--- src/rtl/ad7606_pkg.sv ---
// Shared types and constants for the AD7606 parallel-bus read controller.
package ad7606_pkg;

  typedef enum logic [2:0] {
    S_IDLE,
    S_CONV,
    S_WAIT_HI,
    S_WAIT_LO,
    S_RD_LO,
    S_RD_HI,
    S_DONE
  } state_e;

  localparam int AD7606_NCHAN = 8;

  localparam logic [2:0] OS_NONE = 3'b000;
  localparam logic [2:0] OS_X2   = 3'b001;
  localparam logic [2:0] OS_X4   = 3'b010;
  localparam logic [2:0] OS_X8   = 3'b011;
  localparam logic [2:0] OS_X16  = 3'b100;
  localparam logic [2:0] OS_X32  = 3'b101;
  localparam logic [2:0] OS_X64  = 3'b110;
  localparam logic [2:0] OS_INV  = 3'b111;

endpackage

--- src/rtl/ad7606_ctrl_sync2.sv ---
// Generic two-flop synchronizer for asynchronous ADC status pins.
module sync2 (
  input  logic clk_i,
  input  logic rst_i,
  input  logic d_i,
  output logic q_o
);

  logic meta_q;
  logic sync_q;

  always_ff @(posedge clk_i or posedge rst_i) begin
    if (rst_i) begin
      meta_q <= 1'b0;
      sync_q <= 1'b0;
    end else begin
      meta_q <= d_i;
      sync_q <= meta_q;
    end
  end

  assign q_o = sync_q;

endmodule

--- src/rtl/ad7606_ctrl.sv ---
// AD7606 parallel-bus read controller: CONVST, BUSY handshake, 8 RD strobes.
// Optional FRSTDATA framing check: define AD7606_FRSTDATA_CHECK_EN.
module ad7606_ctrl
  import ad7606_pkg::*;
#(
  parameter int CONVST_LOW_CYC   = 4,
  parameter int RD_LOW_CYC       = 4,
  parameter int RD_HIGH_CYC      = 2,
  parameter int BUSY_TIMEOUT_CYC = 32768
) (
  input  logic        clk_i,
  input  logic        reset_i,
  input  logic        start_i,
  input  logic [2:0]  os_i,
  output logic [2:0]  os_o,
  output logic        convstw_o,
  output logic        cs_o,
  output logic        rd_o,
  input  logic        busy_i,
  input  logic        frstdata_i,
  input  logic [15:0] db_i,
  output logic [15:0] data_o,
  output logic [2:0]  chan_o,
  output logic        valid_o,
  output logic        done_o,
  output logic        ready_o,
  output logic        err_o
);

  localparam logic [15:0] CONV_LAST = 16'(CONVST_LOW_CYC - 1);
  localparam logic [15:0] RDL_LAST  = 16'(RD_LOW_CYC - 1);
  localparam logic [15:0] RDH_LAST  = 16'(RD_HIGH_CYC - 1);
  localparam logic [15:0] TO_LAST   = 16'(BUSY_TIMEOUT_CYC - 1);
  localparam logic [2:0]  CH_LAST   = 3'(AD7606_NCHAN - 1);

  state_e      state_q, state_d;
  logic [15:0] cnt_q, cnt_d;
  logic [2:0]  ch_q, ch_d;
  logic [2:0]  os_q, os_d;
  logic [15:0] data_q, data_d;
  logic [2:0]  chan_q, chan_d;
  logic        valid_q, valid_d;
  logic        done_q, done_d;
  logic        err_q, err_d;
  logic        conv_q, conv_d;
  logic        cs_q, cs_d;
  logic        rd_q, rd_d;
  logic        busy_s;
  logic        frst_ok;

  sync2 u_busy_sync (
    .clk_i (clk_i),
    .rst_i (reset_i),
    .d_i   (busy_i),
    .q_o   (busy_s)
  );

`ifdef AD7606_FRSTDATA_CHECK_EN
  logic frst_s;

  sync2 u_frst_sync (
    .clk_i (clk_i),
    .rst_i (reset_i),
    .d_i   (frstdata_i),
    .q_o   (frst_s)
  );

  // FRSTDATA must mark channel 0 and only channel 0
  assign frst_ok = (frst_s == (ch_q == 3'd0));
`else
  logic unused_frst;
  assign unused_frst = frstdata_i;
  assign frst_ok     = 1'b1;
`endif

  always_comb begin
    state_d = state_q;
    ch_d    = ch_q;
    os_d    = os_q;
    data_d  = data_q;
    chan_d  = chan_q;
    err_d   = err_q;
    valid_d = 1'b0;
    unique case (state_q)
      S_IDLE: begin
        if (start_i) begin
          os_d    = os_i;
          err_d   = 1'b0;
          ch_d    = 3'd0;
          state_d = S_CONV;
        end
      end
      S_CONV: begin
        if (cnt_q == CONV_LAST) state_d = S_WAIT_HI;
      end
      S_WAIT_HI: begin
        if (busy_s) begin
          state_d = S_WAIT_LO;
        end else if (cnt_q >= TO_LAST) begin
          err_d   = 1'b1;
          state_d = S_IDLE;
        end
      end
      S_WAIT_LO: begin
        if (!busy_s) begin
          state_d = S_RD_LO;
        end else if (cnt_q >= TO_LAST) begin
          err_d   = 1'b1;
          state_d = S_IDLE;
        end
      end
      S_RD_LO: begin
        if (cnt_q == RDL_LAST) begin
          data_d  = db_i;
          chan_d  = ch_q;
          valid_d = 1'b1;
          if (!frst_ok) err_d = 1'b1;
          state_d = S_RD_HI;
        end
      end
      S_RD_HI: begin
        if (cnt_q == RDH_LAST) begin
          if (ch_q != CH_LAST) begin
            ch_d    = ch_q + 3'd1;
            state_d = S_RD_LO;
          end else begin
            state_d = S_DONE;
          end
        end
      end
      S_DONE: begin
        state_d = S_IDLE;
      end
      default: begin
        state_d = S_IDLE;
      end
    endcase

    // Phase/wait counter restarts on every state entry and saturates
    if (state_d != state_q) cnt_d = '0;
    else if (cnt_q == 16'hFFFF) cnt_d = cnt_q;
    else cnt_d = cnt_q + 16'd1;

    // Pins are registered from the next state so they track it exactly
    conv_d = (state_d != S_CONV);
    cs_d   = !((state_d == S_RD_LO) || (state_d == S_RD_HI));
    rd_d   = (state_d != S_RD_LO);
    done_d = (state_d == S_DONE);
  end

  always_ff @(posedge clk_i or posedge reset_i) begin
    if (reset_i) begin
      state_q <= S_IDLE;
      cnt_q   <= '0;
      ch_q    <= '0;
      os_q    <= '0;
      data_q  <= '0;
      chan_q  <= '0;
      valid_q <= 1'b0;
      done_q  <= 1'b0;
      err_q   <= 1'b0;
      conv_q  <= 1'b1;
      cs_q    <= 1'b1;
      rd_q    <= 1'b1;
    end else begin
      state_q <= state_d;
      cnt_q   <= cnt_d;
      ch_q    <= ch_d;
      os_q    <= os_d;
      data_q  <= data_d;
      chan_q  <= chan_d;
      valid_q <= valid_d;
      done_q  <= done_d;
      err_q   <= err_d;
      conv_q  <= conv_d;
      cs_q    <= cs_d;
      rd_q    <= rd_d;
    end
  end

  assign os_o      = os_q;
  assign convstw_o = conv_q;
  assign cs_o      = cs_q;
  assign rd_o      = rd_q;
  assign data_o    = data_q;
  assign chan_o    = chan_q;
  assign valid_o   = valid_q;
  assign done_o    = done_q;
  assign err_o     = err_q;
  assign ready_o   = (state_q == S_IDLE);

endmodule

--- config.mk ---
export PLATFORM = sky130hd
export DESIGN_NAME = ad7606_ctrl
export DESIGN_NICKNAME = d
export VERILOG_FILES = /design/src/rtl/ad7606_pkg.sv /design/src/rtl/ad7606_ctrl_sync2.sv /design/src/rtl/ad7606_ctrl.sv
export SDC_FILE = /design/constraint.sdc
export NUM_CORES = 1
export LEC_CHECK = 0
export CELL_PAD_IN_SITES_DETAIL_PLACEMENT = 1
export CELL_PAD_IN_SITES_GLOBAL_PLACEMENT = 1
export CORE_MARGIN = 2
export CORE_UTILIZATION = 40
export DETAILED_ROUTE_END_ITERATION = 8
export PLACE_DENSITY = 0.77
export SLEW_MARGIN = 0
export SYNTH_ARGS = -nofsm -noshare
export SYNTH_HDL_FRONTEND = slang
export SYNTH_SLANG_ARGS = --single-unit
export TNS_END_PERCENT = 20
--- constraint.sdc ---
create_clock -name clk_i -period 2.5 [get_ports clk_i]
set_clock_uncertainty 0.1 [all_clocks]
set_input_delay 0.25 -clock clk_i [delete_from_list [all_inputs] [get_ports clk_i]]
set_output_delay 0.25 -clock clk_i [all_outputs]
set_load 0.1 [all_outputs]
==> metrics.txt <==
Clock Path Buffers=2; Final ANT Viol Nets=0; Worst Setup EP=chan_o[0]; critical-path cell list=nor4_1 > and4_4 > nand4_4 > buf_4 > mux2_2; top-level port count=53; Seq cells post-synth=52; crit path launch=cnt_q[5]; EDFF count, synth=0; status=completed; Total GRT Usage=17.4%; die area=6870 um^2; RR Startpoint=cnt_q[5]; Routed WL per cell=about 16 um; initial antenna violation count=0; register area share after synthesis=52.4%; crit path max fanout=13; reg2reg end=chan_o[0]; Crit-path slowest cell=dfrtp_1; largest net degree at the start of global routing=31; Post-CTS Hold Buffers=0; Diodes inserted=0; postcts setup bufs=0; CTS tree=done; critical path's top delay family=simple AND/OR/NAND/NOR gates; final hold vios=0; maxcap violations=0; WS Path Type=reg2reg; share of cells above drive strength 1=between 20 and 30%; CTS root buffer=clkbuf_8; final setup violating endpoints=0; Syn Nets=244; CP max stage delay=0.47 ns; Pins Over Slew Limit=0; Die Ht=between 80 and 90 um; cts repair resizes=0; Worst EP required=between 2 and 3 ns; drt first pass iters=3; final worst-path cycle share=88.2%; H-tree Lvls=2; Main synth FF type=dfrtp_1; synth unique cells=39; r2r worst-path depth=5; minimum clock period=around 2.2 ns; RSZ-0062 raised after global routing=no; Post-DP Area=a little over 3000 um^2; WP data arrival=roughly 2.3 ns; CTS buffer count=5; Num Clock Sinks=between 50 and 60; WP buf/inv=1; post-route cell area=3140 um^2; Clock transition at path regs=around 0.1 ns; CP Depth=5; Layout area overhead=26.2%; I/O Buffers=a little over 50; vias in the first global route=1920; first-pass GRT wire length=about 10000 um; setup TNS=0 ns; core area=approximately 6000 um^2; Syn. warnings=0; DR DRC count=0; Setup crit start kind=register; worst skew pair latency=0.31 ns; mean post-synth cell area=11.5 um^2; fmax=453 MHz; DR iter-0 viols=85; vias per std cell=5.26; final WL=5660 um; critical path endpoint category=register; initial core utilization=between 40% and 50%; mapped cell area=2490 um^2; FF-to-FF setup slack=0.29 ns; RD Place Congestion=0.788; Gate Count Post-Synth=216; nets=301; hold crit path type=in2async; global route overflow=0; Slew @ Worst Pin=about 0.56 ns; Post-synth ARST share=100%; slew margin rel.=62.5%; hpwl dp=4200 um; DIE WIDTH=82.9 um; num rows=28; vias post-DR=between 1500 and 2000
## worst reg2reg max path, stage by stage (launching register included)
cell and delay, ns:
dfrtp_1 0.47, nor4_1 0.39, and4_4 0.32, nand4_4 0.23
buf_4 0.30, mux2_2 0.29
## cells in the final DEF (no fill, tap or decap), drive strengths merged, types with 2 or more instances in the layout
cell           netlist  final
a21oi                3      3
and3                 2      2
and4                 4      4
buf                  6     36
clkbuf               2      5
clkdlybuf4s50        0     22
clkinv               0      2
dfrtp               49     49
dfstp                3      3
ha                   4      4
inv                  5      6
mux2                24     24
mux2i                3      3
nand2               19     19
nand2b               5      5
nand3                8      8
nand3b               2      2
nand4                7      7
nor2                15     15
nor3                21     21
nor4                 7      7
o21ai                8      8
xnor2                9      9
xor2                 2      2
## cell usage after synthesis (4+ instances only)
cell type / number / area, um^2
nand2b_1: 5 / 31.3
dfrtp_1: 49 / 1230
mux2_2: 23 / 259
nor3_1: 21 / 105
ha_1: 4 / 50.1
nand2_1: 19 / 71.3
nand4_1: 5 / 31.3
nor2_1: 14 / 52.6
inv_1: 5 / 18.8
xnor2_1: 9 / 78.8
o21ai_0: 8 / 40.0
nand3_1: 8 / 40.0
## per-layer routing
| layer | routed length, um | up-vias | part of all wire (%) | GRT usage [%] |
|---|---|---|---|---|
| met1 | 2600 | 913 | 46 | 22.5 |
| met4 | 75 | 0 | 1.3 | 4.92 |
| met3 | 146 | 7 | 2.6 | 3.98 |
| met2 | 2840 | 24 | 50 | 29.5 |
| li1 | - | 891 | - | - |
| met5 | 0 | - | 0 | 0 |
## sequential cells by signal, summed over array words and instances, names as in the netlist, 3 cells and up
name / count
data_o: 16
chan_o: 3
os_o: 3
ch_q: 3
state_q: 3
cnt_q: 16
## worst min path at each step
stage / end / depth (start not counted) / slack (ns) / from
after global placement: u_busy_sync.q_o / 0 / 0.23 / u_busy_sync.meta_q
after global routing: data_o[8] / 2 / 0.23 / reset_i
after floorplan: u_busy_sync.meta_q / 0 / 0.18 / busy_i
final: data_o[14] / 2 / 0.22 / reset_i
after CTS: data_o[8] / 2 / 0.21 / reset_i
after detailed placement: u_busy_sync.q_o / 0 / 0.24 / u_busy_sync.meta_q
## cell type report
type,instances,area (um^2)
Inverter,5,18.8
Clock inverter,3,22.5
Multi-Input combinational cell,151,1120
Sequential cell,52,1310
Clock buffer,5,68.8
Timing Repair Buffer,58,515
Fill cell,653,2810
Tap cell,75,93.8
## through the flow
step                      util [%]  worst slack [ns]  hold WS (ns)  cells
final                         52.8             0.294         0.219    349
after global routing          52.8             0.189         0.229    349
after CTS                     52.8             0.289         0.214    349
after detailed placement      51.2             0.302         0.237    341
after global placement        51.2             0.322         0.235    341
after floorplan                  -             0.193         0.181    216
## cells by family (layout without fill, tap and decap cells)
family                   count (synthesis)  count (layout)  share of synthesized area [%]
AO/OA/AOI/OAI                           16              16                           4.62
XOR/XNOR                                11              11                           3.87
adder cells (fa/ha/maj)                  4               4                           2.01
buffers and inverters                   13              71                           3.12
flip-flops                              52              52                           52.4
multiplexers                            27              27                           12.1
AND/OR/NAND/NOR                         93              93                           21.9
Power is left out: the tool's default activity adds up to more than one toggle a clock period on the data nets, which glitch-free logic cannot reach.
==> variant: new RTL, same flow settings <==
The 7 states of `state_e` get a Gray code encoding in 3 bits.
--- a/src/rtl/ad7606_pkg.sv
+++ b/src/rtl/ad7606_pkg.sv
@@ -4,9 +4,9 @@
   typedef enum logic [2:0] {
-    S_IDLE,
-    S_CONV,
-    S_WAIT_HI,
-    S_WAIT_LO,
-    S_RD_LO,
-    S_RD_HI,
-    S_DONE
+    S_IDLE    = 3'b000,
+    S_CONV    = 3'b001,
+    S_WAIT_HI = 3'b011,
+    S_WAIT_LO = 3'b010,
+    S_RD_LO   = 3'b110,
+    S_RD_HI   = 3'b111,
+    S_DONE    = 3'b101
   } state_e;
Check against the original RTL: no difference found for any inputs over 10 cycles, from zero or initial values and one cycle with reset_i high; not proved beyond that.
==> variant against the original RTL <==
Die area fell by 1.6%. Routed wire length rose by 6.1%. Sequential cell count did not move. Utilization rose by 1.7 points. Critical endpoint is now cnt_q[15]$_DFFE_PP0P_. Final area rose by 2.7%. Setup slack got worse by 140 ps. Area after synthesis fell by 1.7%. Highest routed layer unchanged. Cell count rose by 0.86%.
==> variant: results (changes against the original RTL) <==
The flow ran to the end, and the final reports show no timing, DRC or antenna violations. Post-placement cell count: 344 (+0.88%). The via count of the first global-routing pass is 1945 (+1.3%), and the ratio of routed vias to standard cells is 5.47 (+4.0%). The total routing usage reported by global routing came out at 19.3% (+1.9 points). The count of buffers added by post-CTS timing repair for setup came out at 0 (unchanged). The compound-gate portion of the synthesized area works out to 6.44% (+1.8 points). The worst register-to-register path ends at cnt_q[15]$_DFFE_PP0P_. The worst register-to-register path begins at ch_q[0]$_DFFE_PP0P_. The filler cell count in the final layout came out at 672 (+2.9%).

The sequential share of the synthesized area came out at 53.3% (+0.91 points). The tools report the initial DRC count as 55 (-35%). The post-synthesis average cell area came out at 11.5 um^2 (-0.32%).

The first-pass GRT wire length is 9800 um (+0.49%). In the synthesized netlist, the cells that appear most often are dfrtp_1, nand3_1, nor3_1. The tools report the maximum level of the CTS H-tree as 2 (unchanged). Source-to-sink clock delay at the later pin of the worst-skew pair: 310 ps (about the same). The tree is rooted in a clkbuf_8. The number of nets in the final layout is 304 (+1.0%), and the clock tree buffer depth is 2 (unchanged). The detailed-placement wirelength estimate came out at 4350 um (+3.6%).

The maximum fanout along the worst path is 12 (-1), and the proportion of synthesized area in mux cells is 10.1% (-1.9 points). After synthesis, the cell types taking the most area are dfrtp_1, mux2_2, mux2_1. The run gives 69.8% (+7.3 points) as the worst max-slew margin expressed relative to the limit. The net count after synthesis is 241 (-1.2%). The final estimated routing congestion in global placement was 0.762 (-3.3%); the count of different cell masters after synthesis was 41 (+5.1%). The slowest stage of the critical path belongs to the cell or4b_4.

The slack of the worst reg-to-reg path was 160 ps (-140 ps); the number of cell instances on the worst register-to-register path was 8 (+3). The adder-cell area share of the yosys netlist is 2.04% (+0.035 points), and the final cell count without fillers is 352 (+0.86%). The average wire per cell in the routed design is 17.1 um (+5.2%), and the delay of the slowest cell on the worst path is 550 ps (+80 ps). Synthesized-area fraction occupied by xor and xnor cells: 3.58% (-0.29 points). The maximum number of pins on one net before global-route repair was 37 (+19%); the fraction of final layout cells sized beyond drive strength 1 was 28.5% (-1.4 points). The number of detailed-routing iterations run before antenna repair was 4 (+1).
-- variant: cell count changes in the layout (fill, tap and decap cells not counted), sizes merged, moves of 4 or more --
cell	unedited run	this run
and3	2	11
nand3	8	17
buf	36	43
nor4	7	3
xnor2	9	2
or4	0	4
nor3	21	15
xor2	2	8
inv	6	10
nand2	19	5
-- variant: worst max path at each step --
stage                   startpoint                     to  slack [ps]  depth (start not counted)
4_1_cts        ch_q[0]$_DFFE_PP0P_  cnt_q[15]$_DFFE_PP0P_           4                          8
3_5_place_dp   ch_q[0]$_DFFE_PP0P_  cnt_q[15]$_DFFE_PP0P_        -140                          8
3_3_place_gp   ch_q[0]$_DFFE_PP0P_  cnt_q[15]$_DFFE_PP0P_         -30                          8
6_report       ch_q[0]$_DFFE_PP0P_  cnt_q[15]$_DFFE_PP0P_         160                          8
5_1_grt        ch_q[1]$_DFFE_PP0P_   cnt_q[3]$_DFFE_PP0P_           4                          8
2_1_floorplan  ch_q[0]$_DFFE_PP0P_  cnt_q[12]$_DFFE_PP0P_          90                          8
-- variant: routing by layer --
metal	track usage, %	routed length (um)
met5	0	0
met4	6.00	92
met3	4.02	219
met2	33.1	3120
met1	24.5	2570
-- variant: logic make-up after synthesis --
group	Yosys count
adder cells (fa/ha/maj)	4
XOR/XNOR	10
AO/OA/AOI/OAI	22
multiplexers	22
flip-flops	52
AND/OR/NAND/NOR	85
buffers and inverters	18
-- variant: stage by stage --
step | TNS, ps | setup WS [ps] | util, % | hold WS [ps] | instance area [um^2]
6_report | 0 | 158 | 54.5 | 130 | 3230
5_1_grt | 0 | 3.68 | 54.5 | 155 | 3230
4_1_cts | 0 | 3.57 | 54.3 | 137 | 3210
2_1_floorplan | 0 | 86.7 | - | 181 | 2460
3_3_place_gp | -55.8 | -32.3 | 52.0 | 234 | 3080
3_5_place_dp | -1630 | -145 | 52.0 | 238 | 3080
-- variant: what timing repair did --
| item | in CTS | in global routing |
|---|---|---|
| setup endpoints to repair | 17 | 19 |
| pin swaps | 2 | 3 |
| endpoints found under the hold margin | 0 | 0 |
| resized for setup | 3 | 2 |
-- variant: power groups by stage --
| stage | Combinational (W) | Sequential [W] | Clock [W] |
|---|---|---|---|
| after floorplan | 0.000629 | 0.00258 | 0 |
| after global placement | 0.00254 | 0.00127 | 0 |
| after detailed placement | 0.00258 | 0.00128 | 0 |
| after CTS | 0.00260 | 0.00127 | 0.000607 |
| after global routing | 0.00270 | 0.00131 | 0.000636 |
| final | 0.00259 | 0.00127 | 0.000590 |
-- variant: layout make-up --
cell class	instances	area share (%)
timing repair buffer	65	18.4
clock inverter	2	1.20
sequential	52	40.4
clock buffer	6	2.25
inverter	9	1.05
multi-input combinational	143	33.8
tap	75	2.91
